`config.mk`:
```
export PLATFORM = sky130hd
export DESIGN_NAME = store_narrow_buf_flat
export DESIGN_NICKNAME = d
export VERILOG_FILES = /design/src/rtl/mips_mem_pkg.sv /design/src/rtl/store_narrow_buf_if.sv /design/src/rtl/fifo_sync.sv /design/src/rtl/store_narrow_buf.sv /design/src/flat_wrapper.sv
export SDC_FILE = /design/constraint.sdc
export NUM_CORES = 1
export LEC_CHECK = 0
export CAP_MARGIN = 30
export CORE_ASPECT_RATIO = 1.1
export CORE_UTILIZATION = 40
export DETAILED_ROUTE_END_ITERATION = 6
export PLACE_DENSITY = 0.62
export RECOVER_POWER = 50
export SLEW_MARGIN = 10
export SYNTH_ARGS = -nofsm -noshare
export SYNTH_HDL_FRONTEND = slang
export SYNTH_SLANG_ARGS = --single-unit
export TNS_END_PERCENT = 50
```
`constraint.sdc`:
```
create_clock -name clk -period 2.61 [get_ports clk]
set_input_delay 0.783 -clock clk [delete_from_list [all_inputs] [get_ports clk]]
set_output_delay 0.783 -clock clk [all_outputs]
set_load 0.005 [all_outputs]
```
`src/rtl/mips_mem_pkg.sv`:
```
// Store op codes, per-entry lane data and the narrowing/alignment helpers.
// Latency: n/a (types and pure functions only).
// Backpressure: n/a.
package mips_mem_pkg;

  // Same encoding as the load/immediate extender op codes.
  typedef enum logic [1:0] {
    ST_W   = 2'd0,
    ST_H   = 2'd1,
    ST_B   = 2'd2,
    ST_RSV = 2'd3
  } st_op_e;

  // Lane-replicated write data and byte enables for one store.
  // The entry address lives next to this in the top, because its width follows AW.
  typedef struct packed {
    logic [31:0] wdata;
    logic [3:0]  be;
  } st_lane_t;

  // A word must be 4-byte aligned and a half 2-byte aligned. The reserved op is never legal.
  function automatic logic st_bad(st_op_e op, logic [1:0] lo);
    logic bad;
    case (op)
      ST_W:    bad = (lo != 2'b00);
      ST_H:    bad = lo[0];
      ST_B:    bad = 1'b0;
      default: bad = 1'b1;
    endcase
    return bad;
  endfunction

  // Replicate the low bits of the register across every lane. The byte enables then
  // select the lanes that memory actually writes.
  function automatic st_lane_t st_narrow(st_op_e op, logic [1:0] lo, logic [31:0] data);
    st_lane_t r;
    r.wdata = data;
    r.be    = 4'b1111;
    case (op)
      ST_H: begin
        r.wdata = {2{data[15:0]}};
        r.be    = lo[1] ? 4'b1100 : 4'b0011;
      end
      ST_B: begin
        r.wdata = {4{data[7:0]}};
        r.be    = 4'b0001 << lo;
      end
      default: ;
    endcase
    return r;
  endfunction

endpackage

```
`src/rtl/store_narrow_buf_if.sv`:
```
// Store-issue and DM-write-port signal bundle for the store narrowing buffer.
// Latency: n/a (wires only).
// Backpressure: st_ready toward MEM stage, dm_ack from DM.
// slave = buffer side, master = pipeline/DM side.
//   st_valid/st_ready/st_op/st_addr/st_data/st_err : store request channel
//   dm_req/dm_ack/dm_addr/dm_wdata/dm_be           : DM write port
//   buf_empty/buf_count                            : occupancy status
interface store_narrow_buf_if #(
  parameter int AW    = 32,
  parameter int DEPTH = 2
);
  localparam int CW = $clog2(DEPTH) + 1;

  logic          st_valid;
  logic          st_ready;
  logic [1:0]    st_op;
  logic [AW-1:0] st_addr;
  logic [31:0]   st_data;
  logic          st_err;
  logic          dm_req;
  logic          dm_ack;
  logic [AW-1:0] dm_addr;
  logic [31:0]   dm_wdata;
  logic [3:0]    dm_be;
  logic          buf_empty;
  logic [CW-1:0] buf_count;

  modport slave (
    input  st_valid, st_op, st_addr, st_data, dm_ack,
    output st_ready, st_err, dm_req, dm_addr, dm_wdata, dm_be, buf_empty, buf_count
  );

  modport master (
    output st_valid, st_op, st_addr, st_data, dm_ack,
    input  st_ready, st_err, dm_req, dm_addr, dm_wdata, dm_be, buf_empty, buf_count
  );
endinterface

```
`src/rtl/fifo_sync.sv`:
```
// Generic synchronous FIFO with a registered head word.
// Latency: a push at edge N is visible on head_dat after edge N.
// Backpressure: caller must not push when full or pop when empty.
// Ports: clk, reset_n (async low), push_vld/push_dat, pop_vld, head_dat, full, empty, count.
module fifo_sync #(
  parameter  int DEPTH = 2,
  parameter  int WIDTH = 8,
  localparam int PW    = $clog2(DEPTH),
  localparam int CW    = PW + 1
) (
  input  logic             clk,
  input  logic             reset_n,
  input  logic             push_vld,
  input  logic [WIDTH-1:0] push_dat,
  input  logic             pop_vld,
  output logic [WIDTH-1:0] head_dat,
  output logic             full,
  output logic             empty,
  output logic [CW-1:0]    count
);

  logic [WIDTH-1:0] mem_q [DEPTH];
  logic [WIDTH-1:0] mem_d [DEPTH];
  logic [PW-1:0]    wr_ptr_q, wr_ptr_d;
  logic [PW-1:0]    rd_ptr_q, rd_ptr_d;
  logic [CW-1:0]    count_q, count_d;
  logic [WIDTH-1:0] head_q, head_d;

  always_comb begin
    mem_d    = mem_q;
    wr_ptr_d = wr_ptr_q;
    rd_ptr_d = rd_ptr_q;
    head_d   = head_q;
    if (push_vld) begin
      mem_d[wr_ptr_q] = push_dat;
      wr_ptr_d        = wr_ptr_q + 1'b1;
    end
    if (pop_vld) begin
      rd_ptr_d = rd_ptr_q + 1'b1;
    end
    count_d = count_q + CW'(push_vld) - CW'(pop_vld);
    // Preload the word that will be at the head after this edge. mem_d already includes
    // this cycle's push, so a push into an empty FIFO appears after one edge. When the
    // FIFO goes empty, head holds its last value.
    if (count_d != '0) begin
      head_d = mem_d[rd_ptr_d];
    end
  end

  always_ff @(posedge clk or negedge reset_n) begin
    if (!reset_n) begin
      for (int i = 0; i < DEPTH; i++) mem_q[i] <= '0;
      wr_ptr_q <= '0;
      rd_ptr_q <= '0;
      count_q  <= '0;
      head_q   <= '0;
    end else begin
      mem_q    <= mem_d;
      wr_ptr_q <= wr_ptr_d;
      rd_ptr_q <= rd_ptr_d;
      count_q  <= count_d;
      head_q   <= head_d;
    end
  end

  assign head_dat = head_q;
  assign count    = count_q;
  assign full     = (count_q == CW'(DEPTH));
  assign empty    = (count_q == '0);

endmodule

```
`src/rtl/store_narrow_buf.sv`:
```
// Narrows MEM-stage stores to byte lanes with enables and queues them for the DM write port.
// Latency: a store accepted at edge N is presented on dm_* after edge N. st_err pulses the cycle after a bad accept.
// Backpressure: st_ready = !full (independent of dm_ack). Entries leave on dm_req && dm_ack.
// Ports: clk, reset_n (async low), bus (store_narrow_buf_if.slave: st_*, dm_*, buf_empty, buf_count).
module store_narrow_buf
  import mips_mem_pkg::*;
#(
  parameter int DEPTH = 2,
  parameter int AW    = 32
) (
  input  logic                  clk,
  input  logic                  reset_n,
  store_narrow_buf_if.slave     bus
);

  localparam int CW = $clog2(DEPTH) + 1;

  // Only the word address is stored. dm_addr is always word aligned.
  typedef struct packed {
    logic [AW-3:0] waddr;
    st_lane_t      lane;
  } entry_t;
  localparam int EW = $bits(entry_t);

  st_op_e        op;
  logic          accept, bad, push, pop;
  logic          full, empty;
  logic [CW-1:0] count;
  entry_t        wr_entry, head;
  logic [EW-1:0] head_raw;
  logic          st_err_q, st_err_d;

  assign op     = st_op_e'(bus.st_op);
  assign accept = bus.st_valid && !full;
  assign bad    = st_bad(op, bus.st_addr[1:0]);
  // A bad request completes the handshake but is dropped instead of queued.
  assign push   = accept && !bad;
  assign pop    = !empty && bus.dm_ack;

  always_comb begin
    wr_entry.waddr = bus.st_addr[AW-1:2];
    wr_entry.lane  = st_narrow(op, bus.st_addr[1:0], bus.st_data);
    st_err_d       = accept && bad;
  end

  always_ff @(posedge clk or negedge reset_n) begin
    if (!reset_n) st_err_q <= 1'b0;
    else          st_err_q <= st_err_d;
  end

  fifo_sync #(.DEPTH(DEPTH), .WIDTH(EW)) u_fifo (
    .clk      (clk),
    .reset_n  (reset_n),
    .push_vld (push),
    .push_dat (wr_entry),
    .pop_vld  (pop),
    .head_dat (head_raw),
    .full     (full),
    .empty    (empty),
    .count    (count)
  );

  assign head          = head_raw;
  assign bus.st_ready  = !full;
  assign bus.st_err    = st_err_q;
  assign bus.dm_req    = !empty;
  assign bus.dm_addr   = {head.waddr, 2'b00};
  assign bus.dm_wdata  = head.lane.wdata;
  // Stale head data may remain visible, but no lane is enabled while empty.
  assign bus.dm_be     = empty ? 4'b0000 : head.lane.be;
  assign bus.buf_empty = empty;
  assign bus.buf_count = count;

endmodule

```
`src/flat_wrapper.sv`:
```
// flat-port wrapper written by rule: the top's interface ports become plain ports
module store_narrow_buf_flat import mips_mem_pkg::*;
#(
  parameter int DEPTH = 2,
  parameter int AW    = 32
)
  (clk, reset_n, bus_st_valid, bus_st_op, bus_st_addr, bus_st_data, bus_dm_ack, bus_st_ready, bus_st_err, bus_dm_req, bus_dm_addr, bus_dm_wdata, bus_dm_be, bus_buf_empty, bus_buf_count);
  store_narrow_buf_if #(.AW(AW), .DEPTH(DEPTH)) bus_i ();
  input  logic clk;
  input  logic reset_n;
  input wire logic [$bits(bus_i.st_valid)-1:0] bus_st_valid;
  input wire logic [$bits(bus_i.st_op)-1:0] bus_st_op;
  input wire logic [$bits(bus_i.st_addr)-1:0] bus_st_addr;
  input wire logic [$bits(bus_i.st_data)-1:0] bus_st_data;
  input wire logic [$bits(bus_i.dm_ack)-1:0] bus_dm_ack;
  output wire logic [$bits(bus_i.st_ready)-1:0] bus_st_ready;
  output wire logic [$bits(bus_i.st_err)-1:0] bus_st_err;
  output wire logic [$bits(bus_i.dm_req)-1:0] bus_dm_req;
  output wire logic [$bits(bus_i.dm_addr)-1:0] bus_dm_addr;
  output wire logic [$bits(bus_i.dm_wdata)-1:0] bus_dm_wdata;
  output wire logic [$bits(bus_i.dm_be)-1:0] bus_dm_be;
  output wire logic [$bits(bus_i.buf_empty)-1:0] bus_buf_empty;
  output wire logic [$bits(bus_i.buf_count)-1:0] bus_buf_count;
  assign bus_i.st_valid = bus_st_valid;
  assign bus_i.st_op = bus_st_op;
  assign bus_i.st_addr = bus_st_addr;
  assign bus_i.st_data = bus_st_data;
  assign bus_i.dm_ack = bus_dm_ack;
  assign bus_st_ready = bus_i.st_ready;
  assign bus_st_err = bus_i.st_err;
  assign bus_dm_req = bus_i.dm_req;
  assign bus_dm_addr = bus_i.dm_addr;
  assign bus_dm_wdata = bus_i.dm_wdata;
  assign bus_dm_be = bus_i.dm_be;
  assign bus_buf_empty = bus_i.buf_empty;
  assign bus_buf_count = bus_i.buf_count;
  store_narrow_buf #(.DEPTH(DEPTH), .AW(AW)) u_core (.clk(clk), .reset_n(reset_n), .bus(bus_i));
endmodule
```
==> metrics.txt <==
Syn. warnings 0; P&R area growth vs syn 37.0%; Placeable Area 25300 um2; Final Non-Filler Cells 1582; Max H-tree Level 1; Via Count ~9100; routability cong. ~0.88; Clock Root Buffer clkbuf_16; Hold Path Cell Cnt 1; Gate power share 56.1%; largest net degree at the start of global routing a little under 60; synthesis-stage register bit count 203; minimum clock period 2.57 ns; ys async rst share 100%; Post-Syn Instances 1031; met3 routed wirelength 1.70 mm; Netlist cell types 44; first-pass GRT wire length 50.0 mm; Startpoint Class primary input; Die Y ~170 um; required time of the critical path 3.00 ns; Nets 1294; Vias/cell 5.75; critical path arrival 2.96 ns; hold slack 0.474 ns; RSZ-0062 raised after global routing true; Diodes inserted 0; leakage between 0.006 and 0.007 uW; internal power between 10000 and 15000 uW; Port Buffer Count between 100 and 150; outcome finished with violations; NetSw 7920 uW; top-area cell type share of the netlist area 49.4%; Worst Hold Class reg -> reg; Layout Utilization ~56%; most frequent cells in the layout 201 x dfrtp_1, 143 x buf_4, 129 x clkdlybuf4s50_1; CP endpoint kind register; Tot GR Track Use 24.1%; cts bufs inserted 24; wire length on met1 13.9 mm; Reg2Reg Depth 11; dpl cells 1522; DIE AREA 26300 um2; # setup viols final 0; clk_skew 0.00778 ns; clock-pin transition on the worst setup and hold timing paths 0.06 ns; largest area contributor in the netlist dfrtp_1; worst r2r dst u_core.u_fifo.head_dat[26]; vias in the first global route around 9000; failing checks max-capacitance violations, max-slew violations; Final Max Slew Viols 59; worst reg-to-reg setup slack ~0.16 ns; CTS sink cnt 203; slew of the pin with the lowest slew margin 1.55 ns; cell area after synthesis around 10000 um2; sequential share of power 27.4%; hold path startpoint u_core.u_fifo.mem_q[49]; Top Ports 144; GR Overflow Total 0; cell area power density 1450 nW/um2; commonest non-fill, non-tap cell in the layout dfrtp_1; crit-path max FO 10; Die Wd 155 um; Setup Crit Path Kind in -> reg; # fillers roughly 2200; dpl hpwl 19.3 mm; initial antenna violation count 0; FMAX 389 MHz; Clock Path Buffers 3; routed wire length ~32 mm; Post-synth EDFFs 0; FF/Latch Area 5080 um2; met2 routed WL 15.2 mm; Syn Area/Cell 9.97 um2; drt pass-1 iters 5; maximum VDD drop between 0.9 and 1 mV; Slew headroom -3.42%; DR WL/cell 20.0 um; Rows 61; CTS tree done; Reg-to-Reg Start u_core.u_fifo.count[1]; layout cells sized above 1 between 20 and 25%; ANT nets after route 0; setup TNS 0 ns; Worst Hold Endpoint u_core.u_fifo.mem_q[49]; area of the multi-input gates 4520 um2; Initial Util 40.7%; worst-skew pair later-pin latency approximately 0.52 ns; 1st-iter DRT viols 446; Switching Fraction 38.9%; Final Cycle Share 98.5%; Clock Power Share 16.5%; DRC errors left 0; Seq/Total Area, Yosys 49.4%; largest cells by area after synthesis dfrtp_1 49%, buf_4 5.2%, and3_1 4.7%; Fin. Hold Viols 0; Max Cap Viol 1; highest metal used met4; top_reg_cell synth dfrtp_1
[repair_timing]
item                                    in CTS  in global routing
buffers inserted                            11                  1
pin swaps                                   15                  9
hold buffers                                 0                  0
endpoints found under the setup margin     139                 68
cloned                                       7                  1
gates resized for setup                     56                 21
[metal layers]
metal | up-vias | global-route usage [%]
met1 | 4528 | 32.6
met3 | 53 | 3.11
met4 | 0 | 7.79
li1 | 4215 | -
met5 | - | 0
met2 | 295 | 40.0
[how the worst max path moves through the flow]
stage | startpoint | to | slack [ns] | cells past startpoint
final | bus_st_op[1] | u_core.u_fifo.head_dat[26] | 0.04 | 13
after global routing | bus_st_op[1] | u_core.u_fifo.head_dat[22] | -0.01 | 13
after CTS | bus_st_op[1] | u_core.u_fifo.head_dat[38] | -0.02 | 16
after detailed placement | bus_st_op[0] | u_core.u_fifo.head_dat[43] | -0.86 | 12
after global placement | bus_st_op[0] | u_core.u_fifo.head_dat[46] | -0.78 | 10
after floorplan | bus_st_op[1] | u_core.u_fifo.head_dat[28] | -0.47 | 15
[sequential cells by signal (all words and copies together) (netlist names)]
signal	flops
u_core.u_fifo.mem_q	132
u_core.u_fifo.head_dat	66
u_core.u_fifo.count	2
u_core.bus.st_err	1
u_core.u_fifo.rd_ptr_q	1
u_core.u_fifo.wr_ptr_q	1
[through the flow]
step	setup slack [ns]	cell area [um2]	power, uW
floorplan	-0.466	10400	11600
global placement	-0.781	12900	15200
detailed placement	-0.860	12900	15500
CTS	-0.0152	14100	20300
global route	-0.0103	14100	21600
finish	0.0404	14100	20400
[synthesized netlist by cell type, drive strengths merged, types with 2 or more instances]
cell and n:
mux2i 8, inv 8, nand4 49, xor2 2
nor2 4, nor3 18, a22o 8, nand3 75
a31oi 28, a22oi 8, nor4 20, buf 117
nand2b 2, a211oi 54, dfrtp 203, nand2 43
a21oi 3, o21a 40, a21boi 2, o211ai 39
o31ai 46, o21ai 43, ha 5, clkbuf 52
and3 77, nor2b 13, a21o 55, and2 2
[critical path, cell delays in order]
cell	delay, ns
buf_6	0.12
inv_12	0.05
ha_4	0.16
a21oi_4	0.06
o2111a_2	0.31
xnor2_2	0.14
ha_2	0.20
xor2_2	0.18
or3_4	0.41
buf_4	0.17
nand3_4	0.14
buf_16	0.16
a31oi_1	0.07
[area by class of cell]
type                    count  area share (%)
clock buffers              36            5.16
clock inverters             7           0.426
inverters                   8           0.338
multi-input cells         652            32.1
flip-flops and latches    203            36.1
well taps                 346            3.07
repair buffers            330            22.8
[power by group through the flow]
stage          sequential [uW]  clock, uW  combinational, uW
2_1_floorplan             5350          0               6280
3_3_place_gp              5570          0               9680
3_5_place_dp              5610          0               9850
4_1_cts                   5570       3400              11300
5_1_grt                   5730       3510              12300
6_report                  5580       3360              11400
[cells by family (layout without fill, tap and decap cells)]
group	Yosys count	in the layout	share of synthesized area, %
simple gates	305	305	16.5
flops	203	203	49.4
compound gates	329	329	22.8
xor+xnor	3	3	0.329
buf+inv	177	381	9.52
other cells	1	2	0.0365
fa+ha+maj	5	5	0.609
mux	8	8	0.779
(Power assumes the default switching activity.)
